**src/rtl/fetch_stage_pkg.sv**
```systemverilog
// Shared types and constants for the instruction-fetch stage
// and its IF/ID pipeline register.
package fetch_stage_pkg;

  localparam logic [31:0] RESET_PC  = 32'hBFC00000;
  localparam logic [31:0] NOP_INSTR = 32'h00000000;

  typedef enum logic [1:0] {
    S_REQ  = 2'd0,
    S_WAIT = 2'd1,
    S_FULL = 2'd2
  } fstate_e;

  typedef struct packed {
    logic [31:0] instr;
    logic [31:0] pc;
    logic [31:0] pc_plus4;
    logic        valid;
  } if_id_t;

endpackage

```
**src/rtl/fetch_stage_pipe_reg_en.sv**
```systemverilog
// Resettable register with load enable, used for the IF/ID
// pipeline register.
module pipe_reg_en #(
  parameter int         W       = 32,
  parameter logic [W-1:0] RST_VAL = '0
) (
  input  logic         clk,
  input  logic         rst,
  input  logic         en,
  input  logic [W-1:0] d,
  output logic [W-1:0] q
);

  always_ff @(posedge clk or posedge rst) begin
    if (rst)     q <= RST_VAL;
    else if (en) q <= d;
  end

endmodule

```
**src/rtl/fetch_stage.sv**
```systemverilog
// Instruction fetch with a single outstanding SRAM request,
// a one-word buffer, delay-slot redirects and the IF/ID register.
module fetch_stage #(
  parameter logic [31:0] RESET_PC  = fetch_stage_pkg::RESET_PC,
  parameter logic [31:0] NOP_INSTR = fetch_stage_pkg::NOP_INSTR
) (
  input  logic        clk,
  input  logic        rst,
  input  logic        stallD,
  input  logic        flushD,
  input  logic        branch_takenD,
  input  logic [31:0] branch_targetD,
  input  logic        jumpD,
  input  logic [31:0] jump_targetD,
  output logic        inst_req,
  output logic [31:0] inst_addr,
  input  logic        inst_addr_ok,
  input  logic        inst_data_ok,
  input  logic [31:0] inst_rdata,
  output logic [31:0] instrD,
  output logic [31:0] pcD,
  output logic [31:0] pc_plus4D,
  output logic        validD,
  output logic        fetch_busy
);

  import fetch_stage_pkg::*;

  localparam if_id_t BUBBLE = '{
    instr: NOP_INSTR, pc: 32'h0,
    pc_plus4: 32'h0, valid: 1'b0
  };

  fstate_e     state_q, state_d;
  logic [31:0] pc_q, pc_d;
  logic [31:0] buf_q, buf_d;
  logic        buf_valid_q, buf_valid_d;
  logic        pend_valid_q, pend_valid_d;
  logic [31:0] pend_pc_q, pend_pc_d;
  logic        discard_q, discard_d;
  logic        req_en_q, req_en_d;

  logic        adv, redirect;
  logic [31:0] target, next_pc;
  logic        d_en;
  if_id_t      d_d, d_q;

  always_ff @(posedge clk or posedge rst) begin
    if (rst) begin
      state_q      <= S_REQ;
      pc_q         <= RESET_PC;
      buf_q        <= NOP_INSTR;
      buf_valid_q  <= 1'b0;
      pend_valid_q <= 1'b0;
      pend_pc_q    <= 32'h0;
      discard_q    <= 1'b0;
      req_en_q     <= 1'b0;
    end else begin
      state_q      <= state_d;
      pc_q         <= pc_d;
      buf_q        <= buf_d;
      buf_valid_q  <= buf_valid_d;
      pend_valid_q <= pend_valid_d;
      pend_pc_q    <= pend_pc_d;
      discard_q    <= discard_d;
      req_en_q     <= req_en_d;
    end
  end

  // A flush keeps the buffered word; it is delivered later
  always_comb begin
    adv      = buf_valid_q & ~stallD & ~flushD;
    redirect = d_q.valid & ~stallD
             & (jumpD | branch_takenD);
    target   = jumpD ? jump_targetD : branch_targetD;
    if (redirect)          next_pc = target;
    else if (pend_valid_q) next_pc = pend_pc_q;
    else                   next_pc = pc_q + 32'd4;
  end

  always_comb begin
    state_d     = state_q;
    buf_d       = buf_q;
    buf_valid_d = buf_valid_q;
    discard_d   = discard_q;
    req_en_d    = 1'b1;
    inst_req    = 1'b0;
    unique case (state_q)
      S_REQ: begin
        inst_req = req_en_q;
        if (req_en_q & inst_addr_ok) state_d = S_WAIT;
      end
      S_WAIT: begin
        if (inst_data_ok) begin
          if (discard_q) begin
            discard_d = 1'b0;
            state_d   = S_REQ;
          end else begin
            buf_d       = inst_rdata;
            buf_valid_d = 1'b1;
            state_d     = S_FULL;
          end
        end
      end
      S_FULL: begin
        if (adv) begin
          buf_valid_d = 1'b0;
          state_d     = S_REQ;
        end
      end
      default: state_d = S_REQ;
    endcase
  end

  always_comb begin
    pc_d         = adv ? next_pc : pc_q;
    pend_valid_d = pend_valid_q;
    pend_pc_d    = pend_pc_q;
    if (adv) begin
      pend_valid_d = 1'b0;
    end else if (redirect) begin
      pend_valid_d = 1'b1;
      pend_pc_d    = target;
    end
  end

  always_comb begin
    d_en = flushD | ~stallD;
    d_d  = BUBBLE;
    if (adv) begin
      d_d.instr    = buf_q;
      d_d.pc       = pc_q;
      d_d.pc_plus4 = pc_q + 32'd4;
      d_d.valid    = 1'b1;
    end
  end

  pipe_reg_en #(
    .W       ($bits(if_id_t)),
    .RST_VAL (BUBBLE)
  ) u_if_id (
    .clk (clk),
    .rst (rst),
    .en  (d_en),
    .d   (d_d),
    .q   (d_q)
  );

  assign inst_addr  = pc_q;
  assign instrD     = d_q.instr;
  assign pcD        = d_q.pc;
  assign pc_plus4D  = d_q.pc_plus4;
  assign validD     = d_q.valid;
  assign fetch_busy = ~stallD & ~buf_valid_q;

endmodule

```
**config.mk**
```make
export PLATFORM = sky130hd
export DESIGN_NAME = fetch_stage
export DESIGN_NICKNAME = d
export VERILOG_FILES = /design/src/rtl/fetch_stage_pkg.sv /design/src/rtl/fetch_stage_pipe_reg_en.sv /design/src/rtl/fetch_stage.sv
export SDC_FILE = /design/constraint.sdc
export NUM_CORES = 1
export LEC_CHECK = 0
export CORE_AREA = 8 8 165 128
export DETAILED_ROUTE_END_ITERATION = 12
export DIE_AREA = 0 0 173 136
export GPL_TIMING_DRIVEN = 0
export PLACE_DENSITY = 0.8
export SYNTH_ARGS = -nofsm -noshare
export SYNTH_HDL_FRONTEND = slang
export SYNTH_SLANG_ARGS = --single-unit
```
**constraint.sdc**
```tcl
create_clock -name clk -period 6.56 [get_ports clk]
set_input_delay 0.656 -clock clk [delete_from_list [all_inputs] [get_ports clk]]
set_output_delay 0.656 -clock clk [all_outputs]
set_load 0.02 [all_outputs]
```
# After elaboration in Yosys (flattened, before gate mapping)
# Index checks and enable logic that the tools add are counted.
[classes]
n_addsub = 1
n_mul = 0
n_div = 0
n_lt_le_gt_ge = 0
n_eq_ne = 5
n_shift = 0
muxes = 14
bitwise_logic = 12
reduce_logical = 7
[ops]
columns = ["op", "count"]
rows = [
  ["97-bit 2-to-1 mux", 1],
  ["32-bit 2-to-1 mux", 3],
  ["32-bit by 3-bit adder with 32-bit output, second input constant", 1],
  ["1-bit bitwise AND", 6],
  ["2-bit 2-to-1 mux", 3],
  ["2-bit inequality test, second input constant", 3],
  ["2-bit case mux with 3 select lines", 1],
  ["3-bit AND reduction", 2],
  ["1-bit 2-to-1 mux", 5],
  ["1-bit NOT", 4],
  ["2-bit AND reduction", 2],
  ["2-bit nonzero test", 2],
  ["2-bit by 1-bit == test with 1-bit output, second input constant", 1],
  ["2-bit == test, second input constant", 1],
  ["2-bit zero test", 1],
  ["1-bit bitwise OR", 2],
  ["1-bit case mux with 2 select lines", 1],
]
[word_totals]
regBits = 198
latchBits = 0
ram_bits = 0
romBits = 0
input_bits = 104
out_inout_bits = 131
elab_cells = 47
n_memories = 0

# Depth between registers and ports, before layout
# Gate-level depths: netlist (run 1).
[depth]
ltp_word = 5
mapped_depth = 8
mapped_depth_nobuf = 6

# Hierarchy
# From an unflattened synthesis (run 1), not the netlist that was laid out.
[hier_totals]
hier_cells = 849
hier_area_um2 = 9668.0
[modules_own_cells]
columns = ["module", "instances", "cells_per_inst", "area_each_um2", "seq_area_each_um2"]
rows = [
  ["fetch_stage", 1, 643, 5945.7, 2538.7],
  ["pipe_reg_en", 1, 206, 3722.3, 2427.3],
]

# Worst setup path before layout (run 1)
# No wires, ideal clock.
[synth_timing]
kind = "input-to-reg"
start = "in jumpD"
end = "reg pend_pc_q[0]"
setup_time_ns = 0.137
t_arrival_ns = 2.010
t_required_ns = 6.423
slack_ns = 4.413
stages = 6
n_path_buf = 2
path_cell_list = "clkbuf_1 -> or2_1 -> nand2_1 -> a21oi_1 -> clkbuf_1 -> a21oi_1"
[synth_via]
elab_chain_len = 3
word_cells_on_any_way = 4
classes_between = "mux (1); bitwise (2); reduce/logical (1)"
[synth_lines]
columns = ["item", "line", "text"]
rows = [
  ["start, declared", "fetch_stage.sv:13", "input logic jumpD,"],
  ["1-bit bitwise OR", "fetch_stage.sv:74", "& (jumpD | branch_takenD);"],
  ["1-bit bitwise AND", "fetch_stage.sv:74", ""],
  ["2-bit AND reduction (no line)", "n/a", ""],
  ["end signal, assigned", "fetch_stage.sv:64", "pend_pc_q <= pend_pc_d;"],
  ["end, declared", "fetch_stage.sv:39", "logic [31:0] pend_pc_q, pend_pc_d;"],
]
# Parallel ways exist; a longest one is shown, timed or not.
# A chain may end at the register's enable or synchronous reset.

# Final worst setup path (run 1)
[layout_timing]
start = "in stallD"
end = "reg state_q[1]"
[layout_via]
elab_chain_len = 5
[layout_lines]
columns = ["item", "line", "text"]
rows = [
  ["start, declared", "fetch_stage.sv:9", "input logic stallD,"],
  ["1-bit NOT", "fetch_stage.sv:72", "adv = buf_valid_q & ~stallD & ~flushD;"],
  ["1-bit bitwise AND (2 in series)", "fetch_stage.sv:72", ""],
  ["2-bit inequality test (no line)", "n/a", ""],
  ["3-bit AND reduction (no line)", "n/a", ""],
  ["end signal, assigned", "fetch_stage.sv:59", "state_q <= state_d;"],
  ["end, declared", "fetch_stage.sv:34", "fstate_e state_q, state_d;"],
]
# Every way passes these cells.

==> flow_summary.ini, run 1 <==
[critical_path]
crit_type = in -> reg
critPathRequiredTime_ns = 6.84
ff2ff_path_depth = 4
reg2reg_from = buf_valid_q
reg2reg_slack_ns = 3.69
crit_path_start_kind = primary input
worstPathArrival_ns = 3.52
cp_slowest_cell = nor3b_1
timing.rr.end = state_q[1]
max_stage_delay_ns = 1.07
path_cells = clkdlybuf4s50_1 > nor3b_1 > clkbuf_1 > buf_1 > o21ai_0
crit_fanout = 10
critPathCaptureType = flip-flop

[timing]
slew_headroom_pct = 14.0
timing.final.max_slew_violations = 0
setup_viol = 0
worst_pin_slew_ns = 1.29
maxClockFrequency_mhz = 309
min_period_over_period_pct = 49.4
rsz0062_at_grt = false
clock_skew_ns = 0.0110
fin_crit_ns = 3.24
final-hold-violation-count = 0

[grt]
grt_usage_pct = 24.4
antenna_found_initial = 1
grt_overflow = 0
grtUsageMet1_pct = 33.8
grt_pass1_vias = 7738
grtUsageMet2_pct = 37.4
grtUsageMet3_pct = 6.55
grt_pass1_wl_um = 45000
grt.busiest_layer = met2
grt_max_degree = 115

[synthesis]
ys.warnings.count = 0
synth_area_leaders = dfrtp_1 53%, a22o_1 7.3%, mux2i_1 4.6%, mux2_2 4.2%, a21oi_1 3.4%
synth_area_um2 = 8850
synthFlopType = dfrtp_1
yosysTopAreaCellShare_pct = 52.8
ys_seq_area_share_pct = 55.5
synth_largest_area_cell = dfrtp_1
synthArstFlopShare_pct = 100
synthTopCellsByCount = 187 x dfrtp_1, 74 x a22o_1, 61 x nand2_1
syn_nets = 915
synth_seq_cells = 196
synth.distinct_cells = 57
yosysMostFrequentCell = dfrtp_1
avgSynthCellArea_um2 = 10.9
synth_edf_count = 0
synthesis.instances = 810

[floorplan]
rows = 44
dieArea_um2 = 23500
core-area_um2 = 18700
die_x_um = 173
initial_utilization_pct = 47.3
die_h_um = 136
io_pins = 235

[final_layout]
diodes = 0
final_util_pct = 64.9
syn_to_final_growth_pct = 37.1
drive_above_1_share_pct = 8.37
nets = 1168

[status]
status = finished, final reports clean

[power]
powerDensity_nw_per_um2 = 199
p_total_mw = 2.42
leakagePower_nw = 5.29
peakVddDrop_v = 0.000163

[placement]
place_hpwl_um = 21700
gp_congestion = 0.920
port_buffers = 233

[flow_run]
maxCapViolations = 0

[clock_network]
cts_setup_buffers = 0
cts_hold_buf = 0
clock-root-buffer = clkbuf_16
cts_tree = built
numCtsBuffers = 17
clkSinkCount = 196
cts_max_level = 4
clockBufferDepth = 2
worstSkewPairLatency_ns = 0.44
cts.clk_slew.worst_paths_ns = 0.07
cts_resized = 0

[hold_path]
min_path_cells = 1
whs_endpoint = state_q[0]
min_path_type = reg -> reg
holdCritStartpoint = state_q[1]

[detailed_routing]
drc = 0
wirelength_um = 28800
vias = 7685
via_per_inst = 5.79
wl_per_cell_um = 21.7
drt_first_pass_iters = 6
detail_route.iter0.violations = 963
final_antenna_net_count = 0
how the worst max path moves through the flow:
stage	startpoint	slack [ns]	end	cells past startpoint
finish	stallD	3.32	state_q[1]	5
detailed placement	stallD	2.96	state_q[1]	5
CTS	stallD	3.41	state_q[1]	5
global placement	rst	-1.87	u_if_id.q[6]	2
global route	stallD	3.13	state_q[1]	5
floorplan	rst	0.58	buf_q[0]	1
cell type report:
type / count / area (um^2)
inverters: 9 / 41.3
fillers: 1458 / 6570
multi-input cells: 538 / 3630
clock buffers: 18 / 439
well taps: 253 / 317
plain buffers: 67 / 277
repair buffers: 234 / 2360
clock inverters: 13 / 166
flip-flops and latches: 196 / 4920
routing by layer:
metal / vias to the layer above / share of wire (%) / wire length (um)
met4: 2 / 1.4 / 412
met5: - / 0.038 / 11
met1: 3777 / 43 / 12300
met2: 420 / 46 / 13100
met3: 36 / 10 / 2920
li1: 3450 / - / -
per-stage QoR:
| step | setup TNS [ns] | std cells | hold slack (ns) | worst slack, ns | cell area, um^2 |
|---|---|---|---|---|---|
| 3_3_place_gp | -346.72 | 1296 | 0.448 | -1.87 | 11500 |
| 5_1_grt | 0 | 1328 | 0.503 | 3.13 | 12100 |
| 6_report | 0 | 1328 | 0.471 | 3.32 | 12100 |
| 4_1_cts | 0 | 1328 | 0.472 | 3.41 | 12100 |
| 2_1_floorplan | 0 | 810 | 0.436 | 0.578 | 8850 |
| 3_5_place_dp | 0 | 1297 | 0.453 | 2.96 | 11500 |
logic make-up after synthesis:
family | Yosys count | synth area share, %
mux | 74 | 8.83
compound gates | 233 | 18.2
flops | 196 | 55.5
fa+ha+maj | 1 | 0.141
simple gates | 201 | 11.0
other cells | 1 | 0.0424
buf+inv | 76 | 3.50
xor+xnor | 28 | 2.77
sequential cells by signal (all words and copies together), names as in the netlist:
| name | cells |
|---|---|
| buf_q | 32 |
| buf_valid_q | 1 |
| inst_addr | 32 |
| pend_pc_q | 32 |
| pend_valid_q | 1 |
| req_en_q | 1 |
| state_q | 2 |
| u_if_id.q | 95 |
power by group:
group	total [mW]	leakage (nW)	internal (mW)	switching, mW
Combinational	0.134	2.31	0.0683	0.0660
Clock	1.07	0.284	0.585	0.489
Sequential	1.21	2.69	1.21	0.000121
placed cells by master, fill, tap and decap left out, types with 33 or more instances in the layout:
cell type,instances
mux2_2,33
o21ai_0,38
nand2_1,61
mux2i_1,41
clkbuf_1,50
a21oi_1,60
clkdlybuf4s50_1,233
dfrtp_1,187
a22o_1,74
nor2_1,52
worst max-delay path: cells and delay by family:
kind                   cells  cell delay [ns]
AND/OR/NAND/NOR            1             1.07
buffers and inverters      3             1.60
AO/OA/AOI/OAI              1             0.19
No activity file was read; power rests on OpenSTA's default activity.
==> run 2, diff against run 1 <==
==> constraint.sdc (replaced) <==
create_clock -name clk -period 3.35 [get_ports clk]
set_input_delay 0.335 -clock clk [delete_from_list [all_inputs] [get_ports clk]]
set_output_delay 0.335 -clock clk [all_outputs]
set_load 0.02 [all_outputs]
==> run 2 against run 1 <==
  * Clock power grew 88%
  * Final area is 0.11% higher
  * Combinational power increased by 100%
  * First-iteration DRC count decreased by 12%
  * Register-to-register slack worse by 3.3 ns
  * Non-clock buffer count up 3
  * Die area unchanged
  * Sequential power is 96% higher
  * Critical endpoint unchanged
  * Largest cell class unchanged
==> flow_summary.ini, run 2 (synthesis results as in run 1) <==
[detailed_routing]
drc = 0
via_per_inst = 5.82
wirelength_um = 29400
final_antenna_net_count = 0
drt_first_pass_iters = 5
wl_per_cell_um = 22.1
vias = 7747
detail_route.iter0.violations = 844

[final_layout]
nets = 1171
diodes = 0
fillers = 1448
top_register = u_if_id.q
largest_reg_flops = 95
syn_to_final_growth_pct = 37.3
layout_commonest_cell = clkdlybuf4s50_1
instances_no_fill = 1332
drive_above_1_share_pct = 8.62
layout_common_cells = 233 x clkdlybuf4s50_1, 187 x dfrtp_1, 74 x a22o_1, 61 x nand2_1, 60 x a21oi_1

[clock_network]
cts_tree = built
clkSinkCount = 196
cts.clk_slew.worst_paths_ns = 0.07
worstSkewPairLatency_ns = 0.44
cts_max_level = 4
cts_hold_buf = 0
numCtsBuffers = 17
cts_setup_buffers = 0
clockBufferDepth = 2
cts_resized = 0
clock-root-buffer = clkbuf_16

[grt]
grt_pass1_wl_um = 45400
grt_pass1_vias = 7722
grt_overflow = 0
grt_usage_pct = 24.9
antenna_found_initial = 0
grt_max_degree = 44

[power]
leakagePower_nw = 5.30
peakVddDrop_v = 0.000256
powerDensity_nw_per_um2 = 383

[critical_path]
path_buf_inv = 3
ff2ff_path_depth = 6
critPathRequiredTime_ns = 3.63
cp_num_cells = 5
max_stage_delay_ns = 1.09
crit_path_start_kind = primary input
worstPathArrival_ns = 3.27
reg2reg_slack_ns = 0.36
crit_fanout = 10
path_cells = clkdlybuf4s50_1 > nor3b_1 > clkbuf_1 > buf_1 > o21ai_0
cp_slowest_cell = nor3b_1
critPathCaptureType = flip-flop
crit_type = in -> reg
cp_top_family = buffers and inverters

[floorplan]
core-area_um2 = 18700
die_x_um = 173
initial_utilization_pct = 47.3
io_pins = 235
dieArea_um2 = 23500
die_h_um = 136
rows = 44

[timing]
worst_pin_slew_ns = 1.31
maxClockFrequency_mhz = 334
fin_crit_ns = 3.00
final-hold-violation-count = 0
setup_viol = 0
min_period_over_period_pct = 89.4
slew_headroom_pct = 12.6
timing.final.max_slew_violations = 0
hold-worst-slack_ns = 0.389
rsz0062_at_grt = false
clock_skew_ns = 0.0108

[placement]
place_hpwl_um = 22400
dp_cells = 1300
gp_congestion = 0.922
port_buffers = 233

[hold_path]
min_path_type = in -> async

[status]
status = finished, final reports clean

[flow_run]
maxCapViolations = 0
-- run 2: metrics by stage --
step                TNS (ns)  setup WS [ns]  cell area [um^2]  power (mW)  utilization [%]
floorplan                  0          0.490              8860        2.51                -
global placement     -186.73          -1.01             11500        2.67             61.5
detailed placement   -0.0126        -0.0126             11600        2.69             61.9
CTS                        0          0.448             12200        4.67             65.0
global route               0          0.175             12200        4.77             65.0
finish                     0          0.355             12200        4.65             65.0
-- run 2: final cells by class --
class                      count  area [um^2]  share of cell area, %
buffer                        67          277                   2.27
clock buffer                  18          429                   3.53
clock inverter                14          141                   1.16
inverter                       9         37.5                  0.309
multi-input combinational    538         3630                   29.8
sequential                   196         4920                   40.4
tap                          253          317                   2.60
timing repair buffer         237         2410                   19.8
-- run 2: where the power goes --
| part | total, mW | switching [mW] | internal, mW |
|---|---|---|---|
| Combinational | 0.272 | 0.132 | 0.140 |
| Clock | 2.01 | 0.965 | 1.05 |
| Sequential | 2.37 | 0.000448 | 2.37 |
| Total | 4.65 | 1.10 | 3.55 |
-- run 2: worst paths after layout --
check,startpoint,to
worst max-delay path,stallD,state_q[1]
worst min-delay path,rst,u_if_id.q[37]
worst max register to register,inst_addr[2],inst_addr[28]
worst min register to register,u_if_id.q[3],u_if_id.q[3]
max in group asynchronous,rst,inst_addr[26]
min in group clk,u_if_id.q[3],u_if_id.q[3]
-- run 2: metal layers --
layer | GRT usage (%) | routed length (um)
met2 | 37.9 | 13600
met1 | 32.7 | 11900
met4 | 9.17 | 741
met5 | 0 | 0
met3 | 8.74 | 3260
